**src/rtl/execute_stage_pkg.sv**
```systemverilog
// Shared definitions for the execute stage: ARM data-processing opcodes,
// condition codes, the stage FSM encoding, NZCV bit positions and the
// condition-evaluation helper.
// The MUL state exists only when EXECUTE_STAGE_MUL_EN is defined.
package execute_pkg;

    // Bit positions inside the {N,Z,C,V} flags vector.
    localparam int FLAG_N = 3;
    localparam int FLAG_Z = 2;
    localparam int FLAG_C = 1;
    localparam int FLAG_V = 0;

    typedef enum logic [3:0] {
        OP_AND = 4'h0, OP_EOR = 4'h1, OP_SUB = 4'h2, OP_RSB = 4'h3,
        OP_ADD = 4'h4, OP_ADC = 4'h5, OP_SBC = 4'h6, OP_RSC = 4'h7,
        OP_TST = 4'h8, OP_TEQ = 4'h9, OP_CMP = 4'hA, OP_CMN = 4'hB,
        OP_ORR = 4'hC, OP_MOV = 4'hD, OP_BIC = 4'hE, OP_MVN = 4'hF
    } opcode_e;

    typedef enum logic [3:0] {
        COND_EQ = 4'h0, COND_NE = 4'h1, COND_CS = 4'h2, COND_CC = 4'h3,
        COND_MI = 4'h4, COND_PL = 4'h5, COND_VS = 4'h6, COND_VC = 4'h7,
        COND_HI = 4'h8, COND_LS = 4'h9, COND_GE = 4'hA, COND_LT = 4'hB,
        COND_GT = 4'hC, COND_LE = 4'hD, COND_AL = 4'hE, COND_NV = 4'hF
    } cond_e;

`ifdef EXECUTE_STAGE_MUL_EN
    typedef enum logic {ST_IDLE = 1'b0, ST_MUL = 1'b1} state_e;
`else
    typedef enum logic {ST_IDLE = 1'b0} state_e;
`endif

    // True when an instruction with condition field `cond` should execute.
    // The NV encoding (1111) is treated as always.
    function automatic logic cond_pass(input logic [3:0] cond, input logic [3:0] nzcv);
        logic n, z, c, v;
        n = nzcv[FLAG_N];
        z = nzcv[FLAG_Z];
        c = nzcv[FLAG_C];
        v = nzcv[FLAG_V];
        case (cond)
            COND_EQ: cond_pass = z;
            COND_NE: cond_pass = !z;
            COND_CS: cond_pass = c;
            COND_CC: cond_pass = !c;
            COND_MI: cond_pass = n;
            COND_PL: cond_pass = !n;
            COND_VS: cond_pass = v;
            COND_VC: cond_pass = !v;
            COND_HI: cond_pass = c && !z;
            COND_LS: cond_pass = !c || z;
            COND_GE: cond_pass = (n == v);
            COND_LT: cond_pass = (n != v);
            COND_GT: cond_pass = !z && (n == v);
            COND_LE: cond_pass = z || (n != v);
            default: cond_pass = 1'b1;
        endcase
    endfunction

endpackage

```
**src/rtl/execute_stage_if.sv**
```systemverilog
// Handshake bundle of the execute stage.
//   in_*      : instruction from the register-file stage (valid/ready)
//   out_*     : registered result towards writeback (valid/ready)
//   flags     : current NZCV
// master = upstream/writeback side, slave = the execute stage itself.
interface execute_stage_if #(
    parameter int REG_SIZE  = 32,
    parameter int ADDR_SIZE = 4
);
    logic                 in_valid;
    logic                 in_ready;
    logic [3:0]           in_opcode;
    logic [3:0]           in_cond;
    logic                 in_set_flags;
    logic                 in_mul;
    logic [REG_SIZE-1:0]  in_a;
    logic [REG_SIZE-1:0]  in_b;
    logic [ADDR_SIZE-1:0] in_dest;
    logic                 out_valid;
    logic                 out_ready;
    logic [REG_SIZE-1:0]  out_result;
    logic [ADDR_SIZE-1:0] out_dest;
    logic                 out_wr_en;
    logic [3:0]           flags;

    modport master (
        output in_valid, in_opcode, in_cond, in_set_flags, in_mul, in_a, in_b, in_dest, out_ready,
        input  in_ready, out_valid, out_result, out_dest, out_wr_en, flags
    );

    modport slave (
        input  in_valid, in_opcode, in_cond, in_set_flags, in_mul, in_a, in_b, in_dest, out_ready,
        output in_ready, out_valid, out_result, out_dest, out_wr_en, flags
    );
endinterface

```
**src/rtl/execute_stage_shift_add_multiplier.sv**
```systemverilog
// Iterative shift-add multiplier, one multiplier bit per cycle.
//   clk, reset : clock and synchronous active-high reset (aborts a run)
//   start      : load a/b and begin; ignored results from any prior run
//   a, b       : operands
//   done       : high in the last iteration cycle; product valid then
//   product    : low REG_SIZE bits of a*b (valid while done=1)
// Iterations run on the REG_SIZE edges following the start edge.
module shift_add_multiplier
    import execute_pkg::*;
#(
    parameter int REG_SIZE = 32
) (
    input  logic                clk,
    input  logic                reset,
    input  logic                start,
    input  logic [REG_SIZE-1:0] a,
    input  logic [REG_SIZE-1:0] b,
    output logic                done,
    output logic [REG_SIZE-1:0] product
);
    localparam int CW = (REG_SIZE > 1) ? $clog2(REG_SIZE) : 1;
    localparam logic [CW-1:0] LAST = CW'(REG_SIZE - 1);

    logic                busy;
    logic [CW-1:0]       count;
    logic [REG_SIZE-1:0] mcand;
    logic [REG_SIZE-1:0] mplier;
    logic [REG_SIZE-1:0] acc;

    // The last partial product is folded in combinationally so the result
    // is ready in the same cycle done is raised.
    assign product = acc + (mplier[0] ? mcand : '0);
    assign done    = busy && (count == LAST);

    always_ff @(posedge clk) begin
        if (reset) begin
            busy   <= 1'b0;
            count  <= '0;
            mcand  <= '0;
            mplier <= '0;
            acc    <= '0;
        end else if (start) begin
            busy   <= 1'b1;
            count  <= '0;
            mcand  <= a;
            mplier <= b;
            acc    <= '0;
        end else if (busy) begin
            acc    <= product;
            mcand  <= mcand << 1;
            mplier <= mplier >> 1;
            count  <= count + 1'b1;
            if (count == LAST) begin
                busy <= 1'b0;
            end
        end
    end
endmodule

```
**src/rtl/execute_stage.sv**
```systemverilog
// Execute stage: ARM data-processing ALU, NZCV flags register and
// conditional execution, with a registered valid/ready result.
//   clk, reset : clock and synchronous active-high reset
//   bus        : execute_stage_if.slave (in_* instruction, out_* result, flags)
// Optional feature macro: EXECUTE_STAGE_MUL_EN adds an iterative multiply
// (REG_SIZE cycles); without it a passing in_mul retires as a no-op.
module execute_stage
    import execute_pkg::*;
#(
    parameter int REG_SIZE  = 32,
    parameter int ADDR_SIZE = 4
) (
    input  logic            clk,
    input  logic            reset,
    execute_stage_if.slave  bus
);
    state_e               state;
    logic [3:0]           flags_q;
    logic                 out_valid_q;
    logic [REG_SIZE-1:0]  out_result_q;
    logic [ADDR_SIZE-1:0] out_dest_q;
    logic                 out_wr_en_q;

    logic                 pass;
    logic                 accept;
    logic [REG_SIZE-1:0]  op_x, op_y, y_eff, logic_res, alu_res;
    logic [REG_SIZE:0]    sum;
    logic                 arith, inv, cin, alu_wr, alu_force;
    logic [3:0]           alu_flags;

    assign bus.in_ready   = (state == ST_IDLE) && (!out_valid_q || bus.out_ready);
    assign bus.out_valid  = out_valid_q;
    assign bus.out_result = out_result_q;
    assign bus.out_dest   = out_dest_q;
    assign bus.out_wr_en  = out_wr_en_q;
    assign bus.flags      = flags_q;

    assign accept = bus.in_valid && bus.in_ready;
    assign pass   = cond_pass(bus.in_cond, flags_q);

    // Every arithmetic op is x + (y or ~y) + cin at REG_SIZE+1 bits; the
    // top bit is the carry (NOT borrow for subtracts).
    always_comb begin
        // NOTE: every always_comb output gets a default first so no path leaves it unassigned (no latch).
        op_x      = bus.in_a;
        op_y      = bus.in_b;
        inv       = 1'b0;
        cin       = 1'b0;
        arith     = 1'b0;
        alu_wr    = 1'b1;
        alu_force = 1'b0;
        logic_res = '0;
        case (bus.in_opcode)
            OP_AND: logic_res = bus.in_a & bus.in_b;
            OP_EOR: logic_res = bus.in_a ^ bus.in_b;
            OP_SUB: begin arith = 1'b1; inv = 1'b1; cin = 1'b1; end
            OP_RSB: begin arith = 1'b1; inv = 1'b1; cin = 1'b1; op_x = bus.in_b; op_y = bus.in_a; end
            OP_ADD: arith = 1'b1;
            OP_ADC: begin arith = 1'b1; cin = flags_q[FLAG_C]; end
            OP_SBC: begin arith = 1'b1; inv = 1'b1; cin = flags_q[FLAG_C]; end
            OP_RSC: begin arith = 1'b1; inv = 1'b1; cin = flags_q[FLAG_C]; op_x = bus.in_b; op_y = bus.in_a; end
            OP_TST: begin logic_res = bus.in_a & bus.in_b; alu_wr = 1'b0; alu_force = 1'b1; end
            OP_TEQ: begin logic_res = bus.in_a ^ bus.in_b; alu_wr = 1'b0; alu_force = 1'b1; end
            OP_CMP: begin arith = 1'b1; inv = 1'b1; cin = 1'b1; alu_wr = 1'b0; alu_force = 1'b1; end
            OP_CMN: begin arith = 1'b1; alu_wr = 1'b0; alu_force = 1'b1; end
            OP_ORR: logic_res = bus.in_a | bus.in_b;
            OP_MOV: logic_res = bus.in_b;
            OP_BIC: logic_res = bus.in_a & ~bus.in_b;
            default: logic_res = ~bus.in_b;
        endcase

        y_eff   = inv ? ~op_y : op_y;
        sum     = {1'b0, op_x} + {1'b0, y_eff} + {{REG_SIZE{1'b0}}, cin};
        alu_res = arith ? sum[REG_SIZE-1:0] : logic_res;

        // Logical ops keep C and V.
        alu_flags         = flags_q;
        alu_flags[FLAG_N] = alu_res[REG_SIZE-1];
        alu_flags[FLAG_Z] = (alu_res == '0);
        if (arith) begin
            alu_flags[FLAG_C] = sum[REG_SIZE];
            alu_flags[FLAG_V] = (op_x[REG_SIZE-1] == y_eff[REG_SIZE-1]) &&
                                (sum[REG_SIZE-1] != op_x[REG_SIZE-1]);
        end
    end

`ifdef EXECUTE_STAGE_MUL_EN
    logic                 mul_done;
    logic [REG_SIZE-1:0]  mul_product;
    logic [ADDR_SIZE-1:0] mul_dest;
    logic                 mul_set_flags;

    shift_add_multiplier #(.REG_SIZE(REG_SIZE)) u_mul (
        .clk     (clk),
        .reset   (reset),
        .start   (accept && pass && bus.in_mul),
        .a       (bus.in_a),
        .b       (bus.in_b),
        .done    (mul_done),
        .product (mul_product)
    );
`endif

    always_ff @(posedge clk) begin
        // NOTE: sequential state uses non-blocking assignments so all flops update together at the edge.
        if (reset) begin
            state        <= ST_IDLE;
            flags_q      <= '0;
            out_valid_q  <= 1'b0;
            out_result_q <= '0;
            out_dest_q   <= '0;
            out_wr_en_q  <= 1'b0;
`ifdef EXECUTE_STAGE_MUL_EN
            mul_dest      <= '0;
            mul_set_flags <= 1'b0;
`endif
        end else begin
            // Consumed results drop unless a new one is loaded below.
            if (out_valid_q && bus.out_ready) begin
                out_valid_q <= 1'b0;
            end

            if (accept) begin
                if (!pass) begin
                    out_valid_q  <= 1'b1;
                    out_result_q <= '0;
                    out_dest_q   <= bus.in_dest;
                    out_wr_en_q  <= 1'b0;
                end else if (bus.in_mul) begin
`ifdef EXECUTE_STAGE_MUL_EN
                    state         <= ST_MUL;
                    mul_dest      <= bus.in_dest;
                    mul_set_flags <= bus.in_set_flags;
`else
                    out_valid_q  <= 1'b1;
                    out_result_q <= '0;
                    out_dest_q   <= bus.in_dest;
                    out_wr_en_q  <= 1'b0;
`endif
                end else begin
                    out_valid_q  <= 1'b1;
                    out_result_q <= alu_res;
                    out_dest_q   <= bus.in_dest;
                    out_wr_en_q  <= alu_wr;
                    if (bus.in_set_flags || alu_force) begin
                        flags_q <= alu_flags;
                    end
                end
            end
`ifdef EXECUTE_STAGE_MUL_EN
            else if (state == ST_MUL && mul_done) begin
                state        <= ST_IDLE;
                out_valid_q  <= 1'b1;
                out_result_q <= mul_product;
                out_dest_q   <= mul_dest;
                out_wr_en_q  <= 1'b1;
                if (mul_set_flags) begin
                    flags_q[FLAG_N] <= mul_product[REG_SIZE-1];
                    flags_q[FLAG_Z] <= (mul_product == '0);
                end
            end
`endif
        end
    end
endmodule

```
**src/flat_wrapper.sv**
```systemverilog
// flat-port wrapper written by rule: the top's interface ports become plain ports
module execute_stage_flat import execute_pkg::*;
#(
    parameter int REG_SIZE  = 32,
    parameter int ADDR_SIZE = 4
)
  (clk, reset, bus_in_valid, bus_in_opcode, bus_in_cond, bus_in_set_flags, bus_in_mul, bus_in_a, bus_in_b, bus_in_dest, bus_out_ready, bus_in_ready, bus_out_valid, bus_out_result, bus_out_dest, bus_out_wr_en, bus_flags);
  execute_stage_if #(.REG_SIZE(REG_SIZE), .ADDR_SIZE(ADDR_SIZE)) bus_i ();
  input  logic clk;
  input  logic reset;
  input wire logic [$bits(bus_i.in_valid)-1:0] bus_in_valid;
  input wire logic [$bits(bus_i.in_opcode)-1:0] bus_in_opcode;
  input wire logic [$bits(bus_i.in_cond)-1:0] bus_in_cond;
  input wire logic [$bits(bus_i.in_set_flags)-1:0] bus_in_set_flags;
  input wire logic [$bits(bus_i.in_mul)-1:0] bus_in_mul;
  input wire logic [$bits(bus_i.in_a)-1:0] bus_in_a;
  input wire logic [$bits(bus_i.in_b)-1:0] bus_in_b;
  input wire logic [$bits(bus_i.in_dest)-1:0] bus_in_dest;
  input wire logic [$bits(bus_i.out_ready)-1:0] bus_out_ready;
  output wire logic [$bits(bus_i.in_ready)-1:0] bus_in_ready;
  output wire logic [$bits(bus_i.out_valid)-1:0] bus_out_valid;
  output wire logic [$bits(bus_i.out_result)-1:0] bus_out_result;
  output wire logic [$bits(bus_i.out_dest)-1:0] bus_out_dest;
  output wire logic [$bits(bus_i.out_wr_en)-1:0] bus_out_wr_en;
  output wire logic [$bits(bus_i.flags)-1:0] bus_flags;
  assign bus_i.in_valid = bus_in_valid;
  assign bus_i.in_opcode = bus_in_opcode;
  assign bus_i.in_cond = bus_in_cond;
  assign bus_i.in_set_flags = bus_in_set_flags;
  assign bus_i.in_mul = bus_in_mul;
  assign bus_i.in_a = bus_in_a;
  assign bus_i.in_b = bus_in_b;
  assign bus_i.in_dest = bus_in_dest;
  assign bus_i.out_ready = bus_out_ready;
  assign bus_in_ready = bus_i.in_ready;
  assign bus_out_valid = bus_i.out_valid;
  assign bus_out_result = bus_i.out_result;
  assign bus_out_dest = bus_i.out_dest;
  assign bus_out_wr_en = bus_i.out_wr_en;
  assign bus_flags = bus_i.flags;
  execute_stage #(.REG_SIZE(REG_SIZE), .ADDR_SIZE(ADDR_SIZE)) u_core (.clk(clk), .reset(reset), .bus(bus_i));
endmodule
```
**config.mk**
```make
export PLATFORM = sky130hd
export DESIGN_NAME = execute_stage_flat
export DESIGN_NICKNAME = d
export VERILOG_FILES = /design/src/rtl/execute_stage_pkg.sv /design/src/rtl/execute_stage_if.sv /design/src/rtl/execute_stage_shift_add_multiplier.sv /design/src/rtl/execute_stage.sv /design/src/flat_wrapper.sv
export SDC_FILE = /design/constraint.sdc
export NUM_CORES = 1
export LEC_CHECK = 0
export CAP_MARGIN = 40
export CORE_MARGIN = 3
export CORE_UTILIZATION = 30
export CTS_CLUSTER_SIZE = 8
export DETAILED_ROUTE_END_ITERATION = 10
export GPL_TIMING_DRIVEN = 0
export PLACE_DENSITY = 0.6
export SYNTH_ARGS = -nofsm -noshare
export SYNTH_HDL_FRONTEND = slang
export SYNTH_SLANG_ARGS = --single-unit
export TNS_END_PERCENT = 1
```
**constraint.sdc**
```tcl
create_clock -name clk -period 7.4 [get_ports clk]
set_input_delay 1.48 -clock clk [delete_from_list [all_inputs] [get_ports clk]]
set_output_delay 1.48 -clock clk [all_outputs]
set_load 0.1 [all_outputs]
```
# Yosys cells after proc, flatten, opt, wreduce, memory -nomap -nowiden
# Index checks and enable logic that the tools add are counted.
# word_totals
regBits,42
# op_classes
add_sub_neg,2
n_eq_ne,31
muxes,17
bitwise_logic,7
reduce_logical,28
# ops
operator,n
$mux 32,6
$pmux 32 s6,1
$and 32x32->32,2
$not 32->32,2
$eq 4x4->1 const B,13
$add 32x32->33,1
$add 33x1->33,1
$eq 4x3->1 const B,8
$logic_not 32->1,1
$or 32x32->32,1
$xor 32x32->32,1
$eq 4x2->1 const B,4
$pmux 1 s14,1
$eq 4x1->1 const B,2
$logic_not 4->1,2
$mux 1,8
$reduce_or 8->1,1
$reduce_or 2->1,3
$reduce_or 3->1,2
$logic_and 1x1->1,5
$logic_not 1->1,5
$reduce_and 5->1,1
$reduce_or 5->1,1
$logic_or 1x1->1,4
other kinds (7),9

# Logic depth before layout (Yosys ltp)
# logic_depth
ltp_word,10
mapped_depth,21
ltp_nobuf,17

# Worst setup path before layout
# No wires, ideal clock.
# synth_path
kind,input to register
startpoint,input bus_in_opcode[0]
endpoint,"register u_core.flags_q[2], in the netlist u_core.bus.flags[2]"
setup_ns,0.061
arrival_time_ns,6.580
t_required_ns,7.339
slack_ns,0.759
path_stages,19
n_path_buf,5
path_cell_list,clkbuf_1 > clkbuf_1 > clkbuf_1 > buf_1 > o21ai_0 > nand2_1 > buf_1 > xnor2_1 > ha_1 > o211ai_1 > o21ai_0 > or4b_2 > a21oi_1 > a221oi_1 > xnor2_1 > a221o_1 > or4_1 > or4_1 > nand2_1
# synth_via
elab_chain_cells,9
elab_cells_between_ends,38
classes_between,2 x add/sub; 14 x eq/ne; 9 x mux; 1 x bitwise; 12 x reduce/logical
# synth_lines
element,line,rtl
"start, declared",flat_wrapper.sv:12,input wire logic [$bits(bus_i.in_opcode)-1:0] bus_in_opcode;
$eq 4x2->1 or $eq 4x3->1 (tied branches),execute_stage.sv:53,case (bus.in_opcode)
$reduce_or 2->1 (no source line),n/a,
$mux 32,execute_stage.sv:53,
$not 32->32,execute_stage.sv:72,y_eff = inv ? ~op_y : op_y;
$mux 32,execute_stage.sv:72,
$add 32x32->33,execute_stage.sv:73,"sum = {1'b0, op_x} + {1'b0, y_eff} + {{REG_SIZE{1'b0}}, cin};"
$add 33x1->33,execute_stage.sv:73,
$mux 32,execute_stage.sv:74,alu_res = arith ? sum[REG_SIZE-1:0] : logic_res;
$logic_not 32->1,execute_stage.sv:79,alu_flags[FLAG_Z] = (alu_res == '0);
"end signal, assigned",execute_stage.sv:146,flags_q <= alu_flags;
"end, declared",execute_stage.sv:18,logic [3:0] flags_q;
# Parallel ways exist; a longest one is shown, timed or not.
# A chain may end at the register's enable or synchronous reset.

# Final worst setup path
# Same ends and word-level chain as after synthesis.

==> metrics.cfg <==
[status]
status=finished clean

[layout]
final_design_area_no_fill_um2=9710
multi_input_comb_area_um2=5760
final_layout_size_suffix_gt1_share_pct=8.51
layout-area-overhead-vs-synth_pct=35.5
antennaDiodeCount=0
nets=1369
utilization_pct=42.1
seqCellArea_um2=841
nFillCells=2355

[drt]
routed_wire_length_per_instance_um=20.3
num_vias=8821
ant_nets=0
detailedRoute.firstIterationViolations=1063
finalWirelength_um=31200
drt-vias-per-instance=5.75
firstDrtPassIters=6
post-route-drc-count=0

[yosys]
ys.flop_type=dfxtp_1
synth_cell_type_count=78
syn_area_um2=7160
part_of_the_yosys_area_used_for_sequential_elements_pct=11.7
synthDominantCellAreaShare_pct=11.7
synth-edff-count=0
synth_top_cells_by_area=dfxtp_1 (12%), ha_1 (11%), o21ai_0 (7.4%), xnor2_1 (7.2%), nand2_1 (6.6%)
per_instance_average_area_after_synthesis_um2=6.79
postSynthCellCount=1055
synth_async_sr_flop_share_pct=0
synth_seq_cells=42
post-synth-top-area-cell=dfxtp_1
synthesis.yosys.warnings=0
synth_fp_nets=1202

[clocking]
ctsLongestPathBuffers=2
clock_insertion_delay_worst_skew_ns=0.28
numCtsBuffers=5
cts.sinks=42
cts_htree_levels=2
cts.root.buffer_cell=clkbuf_16
post-cts-setup-buffer-count=0
clk_pin_slew_ns=0.06
tritoncts=built

[worst_hold_path]
hp-class=flop to flop
worst_hold_startpoint=u_core.bus.out_result[5]
min_path_cells=2
worst_hold_path.endpoint=u_core.bus.out_result[5]

[grt]
grt.overflow.total=0
number_of_antenna_violations_at_the_first_check_in_global_routing=2
global_route_wire_length_before_repair_um=46800
first_global_vias=8184
grt_start_max_net_pins=20
globalRouteTotalUtil_pct=22.7

[critical_path]
crit_path_max_fanout=19
reg2reg_slack_ns=2.58
worst_r2r_endpoint=u_core.bus.flags[2]
timing.setup.critical_path_class=primary input to flop
worstSetupStartpointType=primary input
timing.critical_path.to_type=flop
required_time_of_the_critical_path_ns=7.63
slowest_stage_delay_on_critical_path_ns=0.57
crit_chain=clkdlybuf4s50_1 > clkbuf_2 > clkbuf_4 > buf_2 > o21ai_0 > nand2_1 > buf_2 > xnor2_1 > ha_1 > clkbuf_1 > nand2_1 > nor3_1 > a211o_1 > or3_4 > o31a_2 > xor2_1 > a2111oi_1 > buf_1 > nand4_1 > or4_1 > nand2_1
worst_reg_to_reg_cells=16
crit_arrival_ns=7.45
crit-reg2reg-launch=u_core.bus.flags[1]
crit_slowest_cell=a2111oi_1
cpMostUsedCell=nand2_1

[sta]
fmax_ghz=0.138
finalCriticalPeriod_ns=7.22
setup_repair_after_global_routing_missed_its_margin=false
worst_clock_skew_ns=0.00418
timing.final.crit_share_pct=97.6
timing.final.setup_violations=0
final-hold-violation-count=0
timing.max_slew.rel_slack_pct=36.4
worst-slew-pin-transition_ns=0.952
drv_slew=0

[die]
initial_utilization_pct=31.1
die-area_um2=25800
ioPinCount=125
fp-row-count=55
die-height_um=161
fp.coreArea_um2=23100
chipWidth_um=161

[placed_design]
postPlaceCellArea_um2=9490
routabilityCongestion=0.987
port_buffers=120
detailedPlacementHpwl_um=25000

[run]
maxCapViolations=0

[power]
power.density_cell_area_nw_per_um2=156
cellLeakagePower_nw=3.99
ir_worst_vdd_uv=115

==> stage by stage <==
| stage | setup WS, ns | power (mW) | std cells | setup TNS [ns] | hold slack [ns] |
|---|---|---|---|---|---|
| after floorplan | 0.759 | 0.902 | 1055 | 0 | 0.884 |
| after global placement | -1.86 | 1.18 | 1488 | -13.79 | 0.443 |
| after detailed placement | -1.77 | 1.23 | 1532 | -13.79 | 0.450 |
| after CTS | 0.0513 | 1.49 | 1535 | 0 | 0.457 |
| after global routing | 0.0115 | 1.60 | 1535 | 0 | 0.474 |
| final | 0.177 | 1.51 | 1535 | 0 | 0.454 |
==> cells in the mapped netlist, types with 4 or more instances <==
cell,number
o221ai_1,9
o21a_1,4
o31ai_1,9
dfxtp_1,42
a32oi_1,7
a211oi_1,6
nor4_1,7
o22ai_1,13
inv_1,74
nor2_1,86
a2111oi_0,5
nand2_1,125
a21oi_1,65
and3_1,5
and2_1,4
xor2_1,16
o21bai_1,4
a22oi_1,22
or4_1,6
ha_1,63
a21o_1,13
o211ai_1,10
nor3_1,11
a221o_1,7
xnor2_1,59
o32ai_1,8
buf_2,10
or3_1,7
nand3_1,32
o21ai_0,106
nand4_1,11
buf_1,15
a221oi_1,7
nor2b_1,14
a31oi_1,19
clkbuf_1,49
mux2i_1,22
a2bb2oi_1,8
nand2b_1,9
==> area by class of cell <==
| type | count | area share (%) |
|---|---|---|
| Buffer | 72 | 3.34 |
| Clock buffer | 6 | 1.43 |
| Clock inverter | 1 | 0.309 |
| Inverter | 75 | 2.90 |
| Multi-Input combinational cell | 861 | 59.3 |
| Sequential cell | 42 | 8.66 |
| Tap cell | 313 | 4.03 |
| Timing Repair Buffer | 165 | 20.0 |
==> worst max-delay path, delay by kind of cell <==
| kind | cells | cell delay, ns |
|---|---|---|
| fa+ha+maj | 1 | 0.28 |
| buf+inv | 7 | 2.30 |
| simple gates | 7 | 1.62 |
| compound gates | 4 | 1.37 |
| xor+xnor | 2 | 0.37 |
==> per-layer routing <==
metal	part of all wire [%]	global-route usage, %
met1	44	31.2
met2	42	35.0
met3	11	5.93
met4	2.9	6.67
met5	0.090	0
==> cell families (layout without fill, tap and decap cells) <==
group / Yosys count / in the layout / synth area share [%]
muxes: 24 / 24 / 3.39
adders and majority gates: 65 / 65 / 11.6
xor gates and xnor gates: 75 / 75 / 9.17
AOI/OAI and AO/OA: 360 / 360 / 33.5
DFF: 42 / 42 / 11.7
and+or+nand+nor: 337 / 337 / 22.2
buffers and inverters: 152 / 319 / 8.44
==> where the power goes <==
| group | internal, mW | switching, mW |
|---|---|---|
| Clock | 0.166 | 0.0825 |
| Combinational | 0.389 | 0.627 |
| Sequential | 0.239 | 0.00758 |
==> worst max path at each step <==
stage | startpoint | endpoint | slack [ns] | cells after the start
6_report | bus_in_opcode[0] | u_core.bus.flags[2] | 0.18 | 21
5_1_grt | bus_in_opcode[0] | u_core.bus.flags[2] | 0.01 | 21
4_1_cts | bus_in_opcode[0] | u_core.bus.flags[2] | 0.05 | 19
3_5_place_dp | bus_in_opcode[0] | u_core.bus.flags[2] | -1.77 | 21
3_3_place_gp | bus_in_opcode[0] | u_core.bus.flags[2] | -1.86 | 20
2_1_floorplan | bus_in_opcode[0] | u_core.bus.flags[2] | 0.76 | 19
==> cell usage in the layout (no fill, tap or decap), types with 8 or more instances in the layout <==
master / count
xor2_1: 16
o32ai_1: 8
o221ai_1: 9
o21ai_0: 104
a31oi_1: 19
a22oi_1: 22
ha_1: 63
clkbuf_1: 40
nor2b_1: 14
nand2_1: 125
dfxtp_1: 42
nand2b_1: 9
nand3_1: 32
a21o_1: 13
clkdlybuf4s50_1: 120
o31ai_1: 9
a21oi_1: 64
o211ai_1: 10
buf_8: 36
nand4_1: 11
inv_1: 74
buf_2: 13
nor2_1: 86
mux2i_1: 22
xnor2_1: 59
nor3_1: 11
buf_1: 10
o22ai_1: 13
==> registers in the layout, indices dropped and copies added (netlist names) <==
| name | count |
|---|---|
| u_core.bus.out_result | 32 |
| u_core.bus.out_valid | 1 |
| u_core.bus.out_dest | 4 |
| u_core.bus.flags | 4 |
| u_core.bus.out_wr_en | 1 |
==> timing repair <==
action / in CTS / in global routing
gates resized for setup: 15 / 10
endpoints found under the setup margin: 16 / 2
hold buffers: 0 / 0
hold endpoints to repair: 0 / 0
(Power assumes the default switching activity.)
